## config.mk

```make
export PLATFORM = sky130hd
export DESIGN_NAME = branch_redirect_ctrl
export DESIGN_NICKNAME = d
export VERILOG_FILES = /design/src/rtl/branch_pkg.sv /design/src/rtl/branch_perf_cnt.sv /design/src/rtl/branch_redirect_ctrl.sv
export SDC_FILE = /design/constraint.sdc
export NUM_CORES = 1
export LEC_CHECK = 0
export BUFFER_PORTS_ARGS = -buffer_cell sky130_fd_sc_hd__buf_2
export CAP_MARGIN = 20
export CELL_PAD_IN_SITES_DETAIL_PLACEMENT = 2
export CELL_PAD_IN_SITES_GLOBAL_PLACEMENT = 2
export CORE_UTILIZATION = 31
export DETAILED_ROUTE_END_ITERATION = 8
export PLACE_DENSITY_LB_ADDON = 0.1
export SLEW_MARGIN = 30
export SYNTH_ARGS = -nofsm -noshare
export SYNTH_HDL_FRONTEND = slang
export SYNTH_SLANG_ARGS = --single-unit
```

## constraint.sdc

```tcl
create_clock -name clk -period 6.4 [get_ports clk]
set_clock_uncertainty 0.15 [all_clocks]
set_input_delay 0.64 -clock clk [delete_from_list [all_inputs] [get_ports clk]]
set_output_delay 0.64 -clock clk [all_outputs]
set_load 0.03 [all_outputs]
```

## src/rtl/branch_pkg.sv

```systemverilog
// rtl/branch_pkg.sv - branch type encodings, redirect FSM states and alignment helper
package branch_pkg;

   typedef enum logic [2:0] {
      BEQ  = 3'b000,
      BNE  = 3'b001,
      BLT  = 3'b010,
      BGE  = 3'b011,
      BLTU = 3'b100,
      BGEU = 3'b101,
      ILL  = 3'b110,
      JMP  = 3'b111
   } br_type_e;

   typedef enum logic [1:0] {
      IDLE  = 2'd0,
      PEND  = 2'd1,
      FLUSH = 2'd2
   } redir_state_e;

   localparam logic [1:0] ALIGN_MASK = 2'b11;

   function automatic logic is_aligned(input logic [1:0] lsb);
      return (lsb & ALIGN_MASK) == 2'b00;
   endfunction

endpackage

```

## src/rtl/branch_perf_cnt.sv

```systemverilog
// rtl/branch_perf_cnt.sv - wrapping resolved-branch and issued-redirect counters
module branch_perf_cnt #(
   parameter int CNT_W = 32
) (
   input  logic             clk,
   input  logic             rst_n,
   input  logic             inc_branch,
   input  logic             inc_taken,
   output logic [CNT_W-1:0] perf_branches,
   output logic [CNT_W-1:0] perf_taken
);

   always_ff @(posedge clk or negedge rst_n) begin
      if (!rst_n) begin
         perf_branches <= '0;
         perf_taken    <= '0;
      end else begin
         if (inc_branch) perf_branches <= perf_branches + 1'b1;
         if (inc_taken)  perf_taken    <= perf_taken + 1'b1;
      end
   end

endmodule

```

## src/rtl/branch_redirect_ctrl.sv

```systemverilog
// rtl/branch_redirect_ctrl.sv - PC redirect / IF flush sequencer; BRANCH_PERF_EN adds perf counters
module branch_redirect_ctrl
   import branch_pkg::*;
#(
   parameter int XLEN         = 32,
   parameter int FLUSH_CYCLES = 1,
   parameter int CNT_W        = 32
) (
   input  logic            clk,
   input  logic            rst_n,
   input  logic            ex_valid,
   input  logic            ex_is_branch,
   input  logic [2:0]      ex_br_type,
   input  logic            br_taken,
   input  logic [XLEN-1:0] ex_target,
   input  logic [XLEN-1:0] ex_pc,
   input  logic            stall_in,
   input  logic            if_ready,
   output logic            pc_sel,
   output logic [XLEN-1:0] pc_target,
   output logic            flush_if,
   output logic            misalign_o,
   output logic [XLEN-1:0] misalign_pc,
   output logic            illegal_br
`ifdef BRANCH_PERF_EN
   ,output logic [CNT_W-1:0] perf_branches
   ,output logic [CNT_W-1:0] perf_taken
`endif
);

   localparam int CW = (FLUSH_CYCLES > 1) ? $clog2(FLUSH_CYCLES) + 1 : 1;

   redir_state_e    state;
   logic [CW-1:0]   cnt;
   logic [XLEN-1:0] tgt_q;

   logic br_ok, is_ill, cand, aligned, take, misal;

   // rst_n gates the decode so the redirect outputs stay 0 while reset is held
   assign br_ok   = rst_n & (state == IDLE) & ex_valid & ex_is_branch & ~stall_in;
   assign is_ill  = (br_type_e'(ex_br_type) == ILL);
   assign cand    = br_ok & br_taken & ~is_ill;
   assign aligned = is_aligned(ex_target[1:0]);
   assign take    = cand & aligned;
   assign misal   = cand & ~aligned;

   always_comb begin
      pc_sel    = 1'b0;
      pc_target = '0;
      flush_if  = 1'b0;
      case (state)
         IDLE: begin
            if (take) begin
               pc_sel    = 1'b1;
               pc_target = ex_target;
               flush_if  = 1'b1;
            end
         end
         PEND: begin
            pc_sel    = 1'b1;
            pc_target = tgt_q;
            flush_if  = 1'b1;
         end
         FLUSH:   flush_if = 1'b1;
         default: ;
      endcase
   end

   always_ff @(posedge clk or negedge rst_n) begin
      if (!rst_n) begin
         state       <= IDLE;
         cnt         <= '0;
         tgt_q       <= '0;
         misalign_o  <= 1'b0;
         misalign_pc <= '0;
         illegal_br  <= 1'b0;
      end else begin
         misalign_o <= 1'b0;
         case (state)
            IDLE: begin
               if (take) begin
                  tgt_q <= ex_target;
                  if (!if_ready) begin
                     state <= PEND;
                  end else if (FLUSH_CYCLES > 1) begin
                     state <= FLUSH;
                     cnt   <= CW'(FLUSH_CYCLES - 1);
                  end
               end
               if (misal) begin
                  misalign_o  <= 1'b1;
                  misalign_pc <= ex_pc;
               end
               if (br_ok && is_ill) illegal_br <= 1'b1;
            end
            PEND: begin
               if (if_ready) begin
                  if (FLUSH_CYCLES > 1) begin
                     state <= FLUSH;
                     cnt   <= CW'(FLUSH_CYCLES - 1);
                  end else begin
                     state <= IDLE;
                  end
               end
            end
            FLUSH: begin
               cnt <= cnt - 1'b1;
               if (cnt == CW'(1)) state <= IDLE;
            end
            default: state <= IDLE;
         endcase
      end
   end

`ifdef BRANCH_PERF_EN
   branch_perf_cnt #(.CNT_W(CNT_W)) u_perf (
      .clk           (clk),
      .rst_n         (rst_n),
      .inc_branch    (br_ok),
      .inc_taken     (take),
      .perf_branches (perf_branches),
      .perf_taken    (perf_taken)
   );
`endif

endmodule
```

## Word-level counts from Yosys, hierarchy flattened

Cells that the tools add are included.

- Equal/unequal tests: 7
- Order comparisons: 0
- Add/subtract/negate cells: 1
- Reduce and logical (&&, ||, !) cells: 8
- Shift operators: 0
- Muxes and demuxes: 12
- Multiply operators: 0
- Bitwise operators: 11
- Divide/modulo/power cells: 0

Operator list:

| operator | number |
|---|---|
| 32-bit case mux with 2 select lines | 1 |
| 32-bit 2-to-1 mux | 1 |
| 1-bit bitwise AND | 8 |
| 2-bit 2-to-1 mux | 4 |
| 2-bit inequality test (second input constant) | 4 |
| 2-bit case mux with 3 select lines | 1 |
| 2-bit AND reduction | 3 |
| 2-bit zero test | 2 |
| 1-bit case mux with 2 select lines | 2 |
| 4-bit AND reduction | 1 |
| 3-bit == test (second input constant) | 1 |
| 1-bit 2-to-1 mux | 3 |
| 1-bit inverter | 3 |
| 2-bit by 1-bit == test with 1-bit output (second input constant) | 1 |
| 2-bit == test (second input constant) | 1 |
| 2-bit OR reduction | 1 |
| 1-bit logical AND | 1 |
| 1-bit subtractor (second input constant) | 1 |

- Bits in read-only memories: 0
- Memory bits (writable): 0
- Memories: 0
- Register bits after elaboration: 69
- Output and inout bits: 68
- Latch bits: 0

## Logic depth before layout (Yosys ltp)

- Depth after elaboration: 10
- Gate-level depth with buffers: 7
- Depth with buffers taken out: 4

## Worst setup path before layout

No wires, ideal clock.

- Kind: input port to output port
- Start: in stall_in
- End: out pc_sel
- Data arrival time: 2.016 ns
- Cell stages on the path: 6
- Path buffers: 2
- Slack: 3.594 ns
- Path through: and4bb_1 > nand4_1 > nor3_4 > buf_2 > or2_2 > buf_4

- Longest elaborated chain between the ends: 7

RTL lines:

| what | line | source |
|---|---|---|
| start: declaration | branch_redirect_ctrl.sv:17 | `input logic stall_in,` |
| 1-bit inverter | branch_redirect_ctrl.sv:40 | `assign br_ok = rst_n & (state == IDLE) & ex_valid & ex_is_branch & ~stall_in;` |
| 1-bit bitwise AND | branch_redirect_ctrl.sv:40 |  |
| 1-bit bitwise AND (2 in a row) | branch_redirect_ctrl.sv:42 | `assign cand = br_ok & br_taken & ~is_ill;` |
| 1-bit bitwise AND | branch_redirect_ctrl.sv:44 | `assign take = cand & aligned;` |
| 1-bit 2-to-1 mux | branch_redirect_ctrl.sv:53 | `if (take) begin` |
| 1-bit case mux with 2 select lines | branch_redirect_ctrl.sv:51 | `case (state)` |
| end: declaration | branch_redirect_ctrl.sv:19 | `output logic pc_sel,` |

Every way passes these cells.

## Worst setup path in the final report

- Start: reg state[0]
- End: out pc_target[29]

- Longest elaborated chain between the ends: 10

RTL lines:

| what | line | source |
|---|---|---|
| start: declaration | branch_redirect_ctrl.sv:33 | `redir_state_e state;` |
| start signal: assignment | branch_redirect_ctrl.sv:71 | `state <= IDLE;` |
| start signal: assignment | branch_redirect_ctrl.sv:84 | `state <= PEND;` |
| start signal: assignment | branch_redirect_ctrl.sv:86 | `state <= FLUSH;` |
| 2-bit zero test | branch_redirect_ctrl.sv:40, branch_redirect_ctrl.sv:51 |  |
| 1-bit bitwise AND (4 in a row) | branch_redirect_ctrl.sv:40 |  |
| 1-bit bitwise AND (2 in a row) | branch_redirect_ctrl.sv:42 |  |
| 1-bit bitwise AND | branch_redirect_ctrl.sv:44 |  |
| 32-bit 2-to-1 mux | branch_redirect_ctrl.sv:53 |  |
| 32-bit case mux with 2 select lines (*) | branch_redirect_ctrl.sv:51 |  |
| end: declaration | branch_redirect_ctrl.sv:20 | `output logic [XLEN-1:0] pc_target,` |

Every way passes the cells marked *; elsewhere a longest branch is shown, timed or not.

==> impl_metrics.env <==
export IMPL_critPathCaptureType="primary output"
export IMPL_final_common_cell="buf_2"
export IMPL_io_pins=142
export IMPL_setup_viol=0
export IMPL_path_cells="and4bb_1, nand4_1, nor3_4, buf_4, a22o_1, buf_2"
export IMPL_tightest_slew_ns=0.615
export IMPL_dr_total_vias=2155
export IMPL_cp_slowest_cell="nor3_4"
export IMPL_fp_dieW_um=97.1
export IMPL_first_pass_iters=3
export IMPL_mostFrequentLayoutCells="141 x buf_2, 67 x dfrtp_1, 61 x mux2_2"
export IMPL_cts_sinks=67
export IMPL_area_delta_synth_final_pct=35.5
export IMPL_p_per_area_nw_per_um2=292
export IMPL_drive_gt1_share_pct=66.9
export IMPL_grt_total_usage_pct=16.7
export IMPL_place_inst=427
export IMPL_place_congestion=0.721
export IMPL_fin_crit_sh_pct=51.4
export IMPL_nNetsFinal=404
export IMPL_fin_crit_ns=3.29
export IMPL_holdWs_ns=0.281
export IMPL_core_area_um2=8720
export IMPL_insertion_delay_ns=0.33
export IMPL_grt_max_degree=69
export IMPL_worstSetupPathType="reg2out"
export IMPL_num_rows=34
export IMPL_cap_violations=0
export IMPL_wl_per_cell_um=16.3
export IMPL_syn_area_um2=2810
export IMPL_setup_tns_ns=0
export IMPL_dp_hpwl_um=5440
export IMPL_path_clk_slew_ns=0.07
export IMPL_synth_nets=261
export IMPL_io_buffers=141
export IMPL_cp_slowest_stage_delay_ns=0.45
export IMPL_min_delay_path_class="in2async"
export IMPL_slew_violations=0
export IMPL_drc=0
export IMPL_yosysUniqueCellTypes=18
export IMPL_grt_pass1_wl_um=12300
export IMPL_synth_top_flop_cell="dfrtp_1"
export IMPL_vias_per_cell=4.86
export IMPL_cp_max_fo=35
export IMPL_ys_seq_area_share_pct=59.8
export IMPL_status="completed"
export IMPL_die_height_um=97.1
export IMPL_drt_total_wl_um=7240
export IMPL_critical_path_required_ns=5.61
export IMPL_antenna_cells=0
export IMPL_fmaxAchievable_mhz=304
export IMPL_cts_hold_buffers=0
export IMPL_ys_ff_latch=67
export IMPL_syn_instance_count=187
export IMPL_syn_avg_cell_area_um2=15.0
export IMPL_cts_root_buffer="clkbuf_8"
export IMPL_finalNonFillerCells=443
export IMPL_finalHoldViolations=0
export IMPL_cp_start_kind="register"
export IMPL_relSlewSlack_pct=59.0
export IMPL_initial_core_util_pct=32.2
export IMPL_rsz0062_at_grt="no"
export IMPL_ys_warn_count=0
export IMPL_synth_enable_flop_cells=0
export IMPL_grt_antenna_before_repair=2
export IMPL_cts_tree="yes"
export IMPL_clk_path_buf_depth=2
export IMPL_ant_nets=0
export IMPL_ctsResizeCount=0
export IMPL_cts_buffers=9
export IMPL_async_flop_share_pct=100
export IMPL_ir_worst_vdd_mv=0.133
export IMPL_htree_levels=3
export IMPL_grt_pass1_vias=2456
export IMPL_drtIter0Drc=32
export IMPL_gr_total_overflow=0
export IMPL_critical_path_top_delay_family="simple AND/OR/NAND/NOR gates"
export IMPL_post_cts_buffers=0
export IMPL_p_leak_nw=2.04
export IMPL_die_area_um2=9430
export IMPL_crit_arrival_ns=2.50
export IMPL_crit_buf_inv=2
through the flow:
step                      utilization (%)  power, mW  setup WS (ns)  cell area [um^2]
after global placement               41.4      0.798           2.60              3610
after CTS                            43.5       1.13           3.06              3800
after detailed placement             41.6      0.809           3.09              3620
after global routing                 43.6       1.17           2.94              3800
final                                43.6       1.11           3.11              3800
after floorplan                         -      0.702           3.59              2810
power breakdown:
group / switching (mW) / total, mW / internal (mW) / leakage [nW]
Sequential: 0.0353 / 0.531 / 0.496 / 0.871
Clock: 0.153 / 0.314 / 0.161 / 0.0905
Combinational: 0.162 / 0.265 / 0.103 / 1.08
worst paths after layout:
check                           startpoint             end  slack [ns]  cells after the start
worst max-delay path              state[0]   pc_target[29]        3.11                      6
worst min-delay path                 rst_n       tgt_q[27]        0.28                      2
worst max register to register    state[0]       tgt_q[30]        3.98                      5
worst min register to register  illegal_br      illegal_br        0.33                      1
max in group asynchronous            rst_n  misalign_pc[0]        5.40                      2
min in group clk                illegal_br      illegal_br        0.33                      1
cells by family after synthesis:
family	count (synthesis)	share of synthesized area (%)
DFF	67	59.8
muxes	62	24.9
AOI/OAI and AO/OA	32	9.99
buffers and inverters	14	2.32
and+or+nand+nor	12	3.03
per-layer routing:
metal | wire length (um) | up-vias | GRT usage [%] | share of wire (%)
met4 | 97 | 2 | 6.54 | 1.3
met3 | 747 | 10 | 6.76 | 10
li1 | - | 979 | - | -
met2 | 3700 | 89 | 28.4 | 51
met1 | 2680 | 1075 | 18.5 | 37
met5 | 17 | - | 0 | 0.23
final cells by class:
cell class	count	area (um^2)
fillers	908	4920
flip-flops and latches	67	1680
multi-input cells	106	1070
repair buffers	146	751
clock buffers	14	163
well taps	108	135
clock inverters	2	10.0
cells in the mapped netlist, drive strengths merged, types with 2 or more instances:
library cell  number  area [um^2]
dfrtp             67         1680
nor2               2         7.51
a22o              30          263
nor2b              2         12.5
clkbuf             6         22.5
mux2              62          698
buf                8         42.5
and2               2         12.5
sequential cells by signal (all words and copies together), names as in the netlist:
signal / flops
illegal_br: 1
misalign_o: 1
misalign_pc: 32
state: 1
tgt_q: 32
(Power assumes the default switching activity.)
